[config.mk]
export PLATFORM = sky130hd
export DESIGN_NAME = time_setter
export DESIGN_NICKNAME = d
export VERILOG_FILES = /design/src/rtl/time_pkg.sv /design/src/rtl/time_setter_bcd_updown.sv /design/src/rtl/time_setter.sv
export SDC_FILE = /design/constraint.sdc
export NUM_CORES = 1
export LEC_CHECK = 0
export CAP_MARGIN = 10
export CORE_AREA = 5 5 94 96
export CTS_BUF_LIST = sky130_fd_sc_hd__clkbuf_4
export DETAILED_ROUTE_END_ITERATION = 10
export DIE_AREA = 0 0 99 101
export PLACE_DENSITY = 0.74
export RECOVER_POWER = 100
export SYNTH_ARGS = -nofsm -noshare
export SYNTH_HDL_FRONTEND = slang
export SYNTH_HIERARCHICAL = 1
export SYNTH_SLANG_ARGS = --single-unit
[constraint.sdc]
create_clock -name clk -period 3.04 [get_ports clk]
set_input_delay 0.304 -clock clk [delete_from_list [all_inputs] [get_ports clk]]
set_output_delay 0.304 -clock clk [all_outputs]
set_load 0.02 [all_outputs]
[src/rtl/time_pkg.sv]
// Shared types and constants for the time-entry controller: edit states,
// counter enable codes, BCD field limits and capture sanitisation.
package time_pkg;

   typedef enum logic [1:0] {
      IDLE   = 2'd0,
      EDIT_H = 2'd1,
      EDIT_M = 2'd2,
      EDIT_S = 2'd3
   } state_t;

   localparam logic [3:0] ENABLE_SET = 4'b0100;
   localparam logic [3:0] ENABLE_RUN = 4'b0000;

   localparam logic [7:0] HOUR_MAX_BCD   = 8'h23;
   localparam logic [7:0] MINSEC_MAX_BCD = 8'h59;

   localparam logic [1:0] FIELD_HOUR   = 2'd0;
   localparam logic [1:0] FIELD_MINUTE = 2'd1;
   localparam logic [1:0] FIELD_SECOND = 2'd2;

   // Valid packed BCD orders the same way as binary, so a plain compare
   // against the BCD maximum is enough once both digits are known valid.
   function automatic logic [7:0] bcd_sanitise(input logic [7:0] value,
                                               input logic [7:0] max_value);
      if (value[7:4] > 4'd9 || value[3:0] > 4'd9 || value > max_value)
         return 8'h00;
      return value;
   endfunction

endpackage

[src/rtl/time_setter_bcd_updown.sv]
// Combinational one-step packed-BCD increment/decrement with wrap at 00 and
// at a caller-supplied maximum. Up and down together leave the value alone.
module bcd_updown (
   input  logic [7:0] value,
   input  logic [7:0] max_value,
   input  logic       up,
   input  logic       down,
   output logic [7:0] next_value
);

   always_comb begin
      next_value = value;
      if (up && !down) begin
         if (value == max_value)
            next_value = 8'h00;
         else if (value[3:0] == 4'd9)
            next_value = {value[7:4] + 4'd1, 4'd0};
         else
            next_value = {value[7:4], value[3:0] + 4'd1};
      end else if (down && !up) begin
         if (value == 8'h00)
            next_value = max_value;
         else if (value[3:0] == 4'd0)
            next_value = {value[7:4] - 4'd1, 4'd9};
         else
            next_value = {value[7:4], value[3:0] - 4'd1};
      end
   end

endmodule

[src/rtl/time_setter.sv]
// Button-driven hour/minute/second editor that freezes the RTC counter via
// its enable code and feeds it the edited packed-BCD time.
//
// state  | meaning
// IDLE   | counter running, set_* hold last edit, blink off
// EDIT_H | counter held at set code, hour selected
// EDIT_M | counter held at set code, minute selected
// EDIT_S | counter held at set code, second selected
module time_setter #(
   parameter int         BLINK_DIV  = 25_000_000,
   parameter logic [3:0] ENABLE_SET = time_pkg::ENABLE_SET
) (
   input  logic       clk,
   input  logic       resetn,
   input  logic       btn_mode,
   input  logic       btn_next,
   input  logic       btn_up,
   input  logic       btn_down,
   input  logic [7:0] cur_h,
   input  logic [7:0] cur_m,
   input  logic [7:0] cur_s,
   output logic [3:0] enable,
   output logic [7:0] set_hour,
   output logic [7:0] set_minute,
   output logic [7:0] set_second,
   output logic [1:0] field,
   output logic       blink
);
   import time_pkg::*;

   localparam int               CNT_W    = (BLINK_DIV > 1) ? $clog2(BLINK_DIV) : 1;
   localparam logic [CNT_W-1:0] CNT_LAST = CNT_W'(BLINK_DIV - 1);

   state_t           state;
   logic             mode_q, next_q, up_q, down_q;
   logic [CNT_W-1:0] blink_cnt;
   logic             press_mode, press_next, press_up, press_down;
   logic [7:0]       sel_value, sel_max, step_value;

   // Previous-sample registers reset high so a button held through reset
   // does not look like a fresh press.
   assign press_mode = btn_mode & ~mode_q;
   assign press_next = btn_next & ~next_q;
   assign press_up   = btn_up   & ~up_q;
   assign press_down = btn_down & ~down_q;

   always_comb begin
      sel_value = set_hour;
      sel_max   = HOUR_MAX_BCD;
      case (state)
         EDIT_M: begin
            sel_value = set_minute;
            sel_max   = MINSEC_MAX_BCD;
         end
         EDIT_S: begin
            sel_value = set_second;
            sel_max   = MINSEC_MAX_BCD;
         end
         default: ;
      endcase
   end

   bcd_updown u_step (
      .value      (sel_value),
      .max_value  (sel_max),
      .up         (press_up),
      .down       (press_down),
      .next_value (step_value)
   );

   always_ff @(posedge clk) begin
      if (!resetn) begin
         state      <= IDLE;
         enable     <= ENABLE_RUN;
         set_hour   <= 8'h00;
         set_minute <= 8'h00;
         set_second <= 8'h00;
         field      <= FIELD_HOUR;
         blink      <= 1'b0;
         blink_cnt  <= '0;
         mode_q     <= 1'b1;
         next_q     <= 1'b1;
         up_q       <= 1'b1;
         down_q     <= 1'b1;
      end else begin
         mode_q <= btn_mode;
         next_q <= btn_next;
         up_q   <= btn_up;
         down_q <= btn_down;

         if (state == IDLE) begin
            // Capture and enable land on the same edge so the counter
            // loads exactly the time it was showing.
            if (press_mode) begin
               state      <= EDIT_H;
               enable     <= ENABLE_SET;
               field      <= FIELD_HOUR;
               set_hour   <= bcd_sanitise(cur_h, HOUR_MAX_BCD);
               set_minute <= bcd_sanitise(cur_m, MINSEC_MAX_BCD);
               set_second <= bcd_sanitise(cur_s, MINSEC_MAX_BCD);
               blink_cnt  <= '0;
               blink      <= 1'b0;
            end
         end else if (press_mode) begin
            state     <= IDLE;
            enable    <= ENABLE_RUN;
            field     <= FIELD_HOUR;
            blink_cnt <= '0;
            blink     <= 1'b0;
         end else if (press_next) begin
            blink_cnt <= '0;
            blink     <= 1'b0;
            case (state)
               EDIT_H: begin
                  state <= EDIT_M;
                  field <= FIELD_MINUTE;
               end
               EDIT_M: begin
                  state <= EDIT_S;
                  field <= FIELD_SECOND;
               end
               default: begin
                  state <= EDIT_H;
                  field <= FIELD_HOUR;
               end
            endcase
         end else if (press_up || press_down) begin
            blink_cnt <= '0;
            blink     <= 1'b0;
            case (state)
               EDIT_H:  set_hour   <= step_value;
               EDIT_M:  set_minute <= step_value;
               EDIT_S:  set_second <= step_value;
               default: ;
            endcase
         end else if (blink_cnt == CNT_LAST) begin
            blink_cnt <= '0;
            blink     <= ~blink;
         end else begin
            blink_cnt <= blink_cnt + CNT_W'(1);
         end
      end
   end

endmodule

* Word-level counts from Yosys, hierarchy flattened *
Index checks and enable logic that the tools add are counted.

word-level totals
  bits of input ports = 30
  word-level logic and storage cells = 139
  bits in registers = 62

cells by class
  order comparisons = 9
  bitwise logic cells = 9
  reduce and logical (&&, ||, !) cells = 26
  muxes and demuxes = 69
  add/subtract/negate cells = 5
  eq/ne operators = 9

operators by type and width
  cell                                                 count
  two-way mux 8 bit                                    30
  two-way mux 25 bit                                   6
  adder 25 x 1 -> 25 bit (second input constant)       1
  equality test 25 bit (second input constant)         1
  > comparator 4 bit (second input constant)           6
  two-way mux 1 bit                                    18
  > comparator 8 x 7 -> 1 bit (second input constant)  2
  two-way mux 2 bit                                    8
  one-hot mux 8 bit (2 select lines)                   1
  AND reduction 5 bit                                  3
  two-way mux 4 bit                                    3
  nonzero test 2 bit                                   5
  adder 4 x 1 -> 4 bit (second input constant)         2
  equality test 8 x 7 -> 1 bit                         1
  > comparator 8 x 6 -> 1 bit (second input constant)  1
  zero test 8 bit                                      1
  one-hot mux 2 bit (2 select lines)                   2
  subtractor 4 x 1 -> 4 bit (second input constant)    2
  logical OR 1 bit                                     7
  two-way mux 7 bit                                    1
  NOT 1 bit                                            5
  AND 1 bit                                            4
  equality test 2 bit (second input constant)          2
  equality test 4 bit (second input constant)          1
  other kinds (10)                                     14

* Logic depth before layout (Yosys ltp) *
Gate-level depths: netlist of the first run.

  word-level depth = 12
  depth in mapped cells = 16
  depth with buffers taken out = 14

* Modules after synthesis *
The synthesis of the first run kept the hierarchy.

by module, submodules not included
  module       times used  cells each  area each (sq um)
  time_setter  1           391         3151.8
  bcd_updown   1           100         709.4

* Worst setup path before layout of the first run *
Ideal clock, no wire load.

  kind = register to register
  start point = register state[0]
  end point = register set_hour[4]
  setup slack = -0.229 ns
  clock period less this slack = 3.269 ns
  stages on the path, launching flop included = 17
  path buffers = 2
  data arrival time = 3.149 ns
  data required time = 2.920 ns
  path through = dfxtp_1 -> inv_1 -> ha_1 -> clkbuf_1 -> nor2_1 -> nand2_1 -> nand2_1 -> buf_2 -> inv_1 -> ha_1 -> nor3b_1 -> a211o_1 -> a31oi_1 -> o211ai_1 -> nor2b_1 -> a211oi_1 -> nor2_1

between the ends
  elaborated cells between the ends (all ways) = 28
  those cells by class = add/sub: 2; eq/ne: 7; mux: 13; reduce/logical: 6

RTL lines
  item                                     RTL line                      source
  start, declared                          time_setter.sv:34             state_t state;
  start signal, assigned                   time_setter.sv:73             state <= IDLE;
  start signal, assigned                   time_setter.sv:95             state <= EDIT_H;
  start signal, assigned                   time_setter.sv:105            state <= IDLE;
  equality test 2 bit                      time_setter.sv:50             case (state)
  OR reduction 2 bit (no source line) (*)  -
  two-way mux 7 bit (*)                    time_setter.sv:50
  via sel_max[1]                           time_setter.sv:38             logic [7:0] sel_value, sel_max, step_value;
  equality test 8 x 7 -> 1 bit (*)         time_setter_bcd_updown.sv:14  if (value == max_value)
  two-way mux 8 bit (*)                    time_setter_bcd_updown.sv:14
  two-way mux 8 bit (*)                    time_setter_bcd_updown.sv:13  if (up && !down) begin
  via step_value[4]                        time_setter.sv:38
  two-way mux 8 bit (*)                    time_setter.sv:130            case (state)
  two-way mux 8 bit (*)                    time_setter.sv:127            end else if (press_up || press_down) begin
  two-way mux 8 bit (*)                    time_setter.sv:110            end else if (press_next) begin
  two-way mux 8 bit (*)                    time_setter.sv:104            end else if (press_mode) begin
  two-way mux 8 bit (*)                    time_setter.sv:91             if (state == IDLE) begin
  end signal, assigned                     time_setter.sv:98             set_hour <= bcd_sanitise(cur_h, HOUR_MAX_BCD);
  end signal, assigned                     time_setter.sv:131            EDIT_H: set_hour <= step_value;
  end, declared                            time_setter.sv:23             output logic [7:0] set_hour,

The timed path passes the listed nets; every way through them passes the cells marked *. The select of a mux whose other input is x is not followed.
A chain may end at the register's enable or synchronous reset.

* Worst setup path in the final report of the first run *
  start point = register state[0]
  end point = register set_hour[4]

between the ends
  word-level cells in the longest chain between the ends = 12
  elaborated cells between the ends (all ways) = 28
  those cells by class = add/sub: 2; eq/ne: 7; mux: 13; reduce/logical: 6

RTL lines
  item                                    RTL line                      source
  equality test 2 bit                     time_setter.sv:50
  one-hot mux 8 bit (2 select lines) (*)  time_setter.sv:50
  via sel_value[1]                        time_setter.sv:38
  zero test 4 bit                         time_setter_bcd_updown.sv:23  else if (value[3:0] == 4'd0)
  two-way mux 8 bit                       time_setter_bcd_updown.sv:23
  two-way mux 8 bit                       time_setter_bcd_updown.sv:21  if (value == 8'h00)
  two-way mux 8 bit                       time_setter_bcd_updown.sv:20  end else if (down && !up) begin
  two-way mux 8 bit (*)                   time_setter_bcd_updown.sv:13
  via step_value[4]                       time_setter.sv:38
  two-way mux 8 bit (*)                   time_setter.sv:130
  two-way mux 8 bit (*)                   time_setter.sv:127
  two-way mux 8 bit (*)                   time_setter.sv:110
  two-way mux 8 bit (*)                   time_setter.sv:104
  two-way mux 8 bit (*)                   time_setter.sv:91

Marked as above.

==> results.md, run 1 <==
- The flow ran to the end, and the final reports show no timing, DRC or antenna violations.
- Clock latency on the worst-skew pair, taken at its later pin, is between 0.4 and 0.5 ns.
- The worst register-to-register path has a setup slack of between 0.15 and 0.2 ns.
- Clock skew on the completed layout was measured at between 0.015 and 0.02 ns.
- For this block, the initial DRC count from the detailed router was between 200 and 250.
- The multi-input gate area in the final layout is 2510 µm².
- The min-delay analysis places its worst path in the category input pin to register.
- The global placement routability congestion is 0.974.
- The number of buffer cells added on primary ports is 57.
- The number of cells traversed by the worst register-to-register path is 13.
- The die is slightly above 100 µm tall.
- The final wirelength is 11.3 mm.
- The share of the Yosys chip area taken by registers is a little under a third.
- The estimated wirelength of the detail-placed design is 8.43 mm.
- The slew at the pin with the worst max-slew slack is approximately 0.75 ns.
- On the critical path the largest part of the delay comes from compound AO/OA/AOI/OAI gates.
- The worst-case hold slack is around 0.46 ns.
- The detailed-route wire length per cell is roughly 17 µm.
- The endpoint identified for the worst register-to-register timing path is set_hour[4].
- In this run, placement finished with an instance count of 646.
- Setup violations remaining at the end of the flow were counted as 0.
- The instance count of the mapped netlist is slightly below 500.
- The initial antenna violation count is 0.
- The tool flagged a number of max-cap violations equal to 0.
- For this configuration, the core starts out at a cell density of about 48%.
- The largest net degree at the start of global routing is 29.
- During synthesis, Yosys emitted a total of 6 warnings.
- Of the cells placed in the final design, the portion with a size suffix greater than 1 is a little under an eighth.
- After synthesis, the largest area contributor takes up 30.6% of total cell area.
- Once layout is complete, the cells apart from fillers number between 600 and 700.
- The area of the placeable core is between 7000 and 8000 µm².
- The library cell used most frequently in the layout, excluding fill and tap cells, is dfxtp_1.
- The count of hold buffers inserted by post-cts repair is 0.
- Yosys mapped a number of flops with a built-in enable equal to 0.
- STA puts the critical path data arrival time at 3.20 ns.
- The destination of the critical timing path is set_hour[4].
- The average via count per standard cell is a little over 6.
- Counting flops and latches in the post-synthesis netlist gives between 50 and 60.
- For the final routed database, the setup TNS stands at 0 ns.
- The time the worst path needs with I/O delays and setup is slightly below 3 ns.
- The placement-stage worst setup slack is 0.0486 ns.
- The total number of placement rows is 33.
- STA classifies the critical path endpoint as a register.
- The average instance in the mapped netlist occupies 7.86 µm².
- For the worst setup path, the data required time is roughly 3.4 ns.
- The clock tree from TritonCTS is yes.
- Counting both buffers and inverters, the worst setup path holds a total of 2.
- The class of the most critical setup path is register to register.
- The synthesis-to-layout area growth is 23.8%.
- The number of cells on the worst hold path is 2.
- The die outline width is between 90 and 100 µm.
- The first global-routing pass estimated about 19 mm of wire.
- For this design the ratio of total power to cell area is between 300 and 400 nW/µm².
- Along the worst path, the maximum fanout reaches 10.
- The routed layout has roughly 4,000 vias.
- The largest voltage drop on the vdd net is slightly below 0.3 mV.
- The register area is about 1200 µm².
- After clock tree synthesis, the clock-pin slew on the worst setup and hold paths is approximately 0.12 ns.
- The worst path meets setup with 0.153 ns of slack.
- The via count of the first global-routing pass is 3,819.
- The repair_antennas step left the layout with diodes totalling 0.
- The number of iterations in the first detailed-routing pass is 5.
- The post-route antenna net violation count is 0.
- In the layout the commonest cells are 58 x dfxtp_1, 56 x clkdlybuf4s50_1, 52 x nand2_1.
- The cell repeated most along the worst path is inv_1.
- The sort of element at the start of the critical path is a register.
- The deepest clock path buffer count is 2.
- The netlist area before placement is 3860 µm².
- The critical path runs through a total of 13 cells.
- The overall power of the completed layout is around 1.7 mW.
- The cell sitting at the root of the clock tree is a clkbuf_4.
- The area of the die is 10000 µm².
- For this design, the slowest cell found on the critical path is or3b_4.
- The H-tree was split into 3 levels.
- The share of async-settable or async-resettable flops after synthesis is 0%.
- For this run, the slowest stage of the critical path takes 0.41 ns.
- The startpoint of the worst setup timing path is state[0].
- In this run the critical register-to-register path is launched from state[0].
- The filler cell count in the final layout is 717.
- The most used flip-flop cell after synthesis is dfxtp_1.
- Global routing used between 20% and 30% of the available tracks.
- The number of buffers inserted during clock tree synthesis is 9.
- In this run the static leakage power is ~1.6 nW.
- The total overflow left after global routing is 0.
- The worst hold path begins at btn_next.
- The hold violation count in the final report is 0.
- The number of max-slew violations in the final report was 0.
- The clock net in this run drives a total of about 60 sinks.
- After layout, the worst path uses between 90% and 100% of the clock period.
- Based on the critical path, the design can be clocked at up to between 300 and 400 MHz.
- In this run the tightest slew margin relative to its limit is between 40% and 50%.
- Walking the worst path, the cells encountered are inv_1 > ha_4 > a22oi_1 > nand2_1 > inv_1 > ha_2 > or3b_4 > a211o_1 > a31oi_1 > o211ai_1 > nor2b_2 > a211oi_1 > nor2_1.
- In the final design database the tool counted between 500 and 600 nets.
- After detailed routing, the number of remaining DRC violations is 0.
- The number of library cell types mapped by synthesis is 69.
- The number of primary I/O pins is between 60 and 70.
- Summed over all instances, the cell type with the most area after synthesis is dfxtp_1.
- Sorting the synthesized cells by area gives the leading types as dfxtp_1 31%, nand2_1 5.2%, a21oi_1 4.7%.
==> synthesized netlist by cell type (all sizes together), types with 3 or more instances <==
| master | instances |
|---|---|
| dfxtp | 59 |
| nand2 | 53 |
| nor2 | 40 |
| a21oi | 36 |
| o21ai | 23 |
| inv | 20 |
| a211oi | 19 |
| buf | 18 |
| nand3 | 18 |
| clkbuf | 16 |
| nor2b | 16 |
| nand4 | 15 |
| xnor2 | 14 |
| a31oi | 13 |
| ha | 13 |
| a22oi | 9 |
| o211ai | 9 |
| nand2b | 8 |
| nor3 | 8 |
| and3 | 5 |
| and4 | 5 |
| and2 | 4 |
| mux2i | 4 |
| nor3b | 4 |
| o221ai | 4 |
| o311ai | 4 |
| or3 | 4 |
| or4 | 4 |
| a32o | 3 |
| nand3b | 3 |
| o22ai | 3 |
| xor2 | 3 |
==> flip-flops by register name (all words and copies together) (netlist names) <==
signal,cells
set_hour,8
up_q,1
down_q,1
blink,1
state,2
blink_cnt,25
mode_q,1
set_minute,8
field,2
next_q,1
set_second,8
enable,1
==> how the worst min path moves through the flow <==
stage / endpoint
after global placement: blink_cnt[24]
after detailed placement: enable[2]
after CTS: next_q
after global routing: next_q
final: next_q
after floorplan: down_q
==> cell type report <==
cell class,count,area share [%]
clock buffer,9,1.41
clock inverter,7,1.44
inverter,20,1.57
multi-input combinational,385,52.6
sequential,59,24.7
tap,105,2.75
timing repair buffer,80,15.5
==> where the power goes <==
part | internal [mW] | switching (mW)
Sequential | 0.792 | 0.0183
Clock | 0.248 | 0.328
Combinational | 0.152 | 0.181
==> routing by layer <==
metal	share of wire (%)	vias to the layer above	global-route usage [%]	wire (µm)
li1	-	1921	-	-
met1	42	1916	28.4	4730
met2	50	144	38.2	5660
met3	5.2	35	4.71	589
met4	2.6	0	8.51	298
met5	0	-	0	0
==> through the flow <==
stage,instance area (µm²),util (%)
final,4780,60.0
after global routing,4780,60.0
after CTS,4700,59.0
after detailed placement,4560,57.3
after global placement,4560,57.3
after floorplan,3890,-
==> logic make-up (layout without fill, tap and decap cells) <==
logic type                 after synthesis  in the layout  share of synthesized area, %
DFF                                     59             59                          30.6
muxes                                    5              5                          1.33
and+or+nand+nor                        202            202                          29.3
xor gates and xnor gates                17             17                          3.86
AOI/OAI and AO/OA                      139            139                          23.8
other                                    2              9                         0.194
adders and majority gates               13             13                          4.21
buffers and inverters                   54            116                          6.71
==> timing repair <==
item	in CTS	in global routing
gates cloned	0	0
endpoints found under the setup margin	5	24
gates resized for setup	1	15
buffers inserted	0	3
pin swaps	0	1
Note: power is estimated with default switching activity, not from simulation.
==> run 2: changes to the inputs <==
Settings changed: CTS_CLUSTER_DIAMETER from default to 30, SKIP_LAST_GASP from default to 1.
==> results of run 2 <==
Final layout, timing and power as in run 1 (identical DEF).
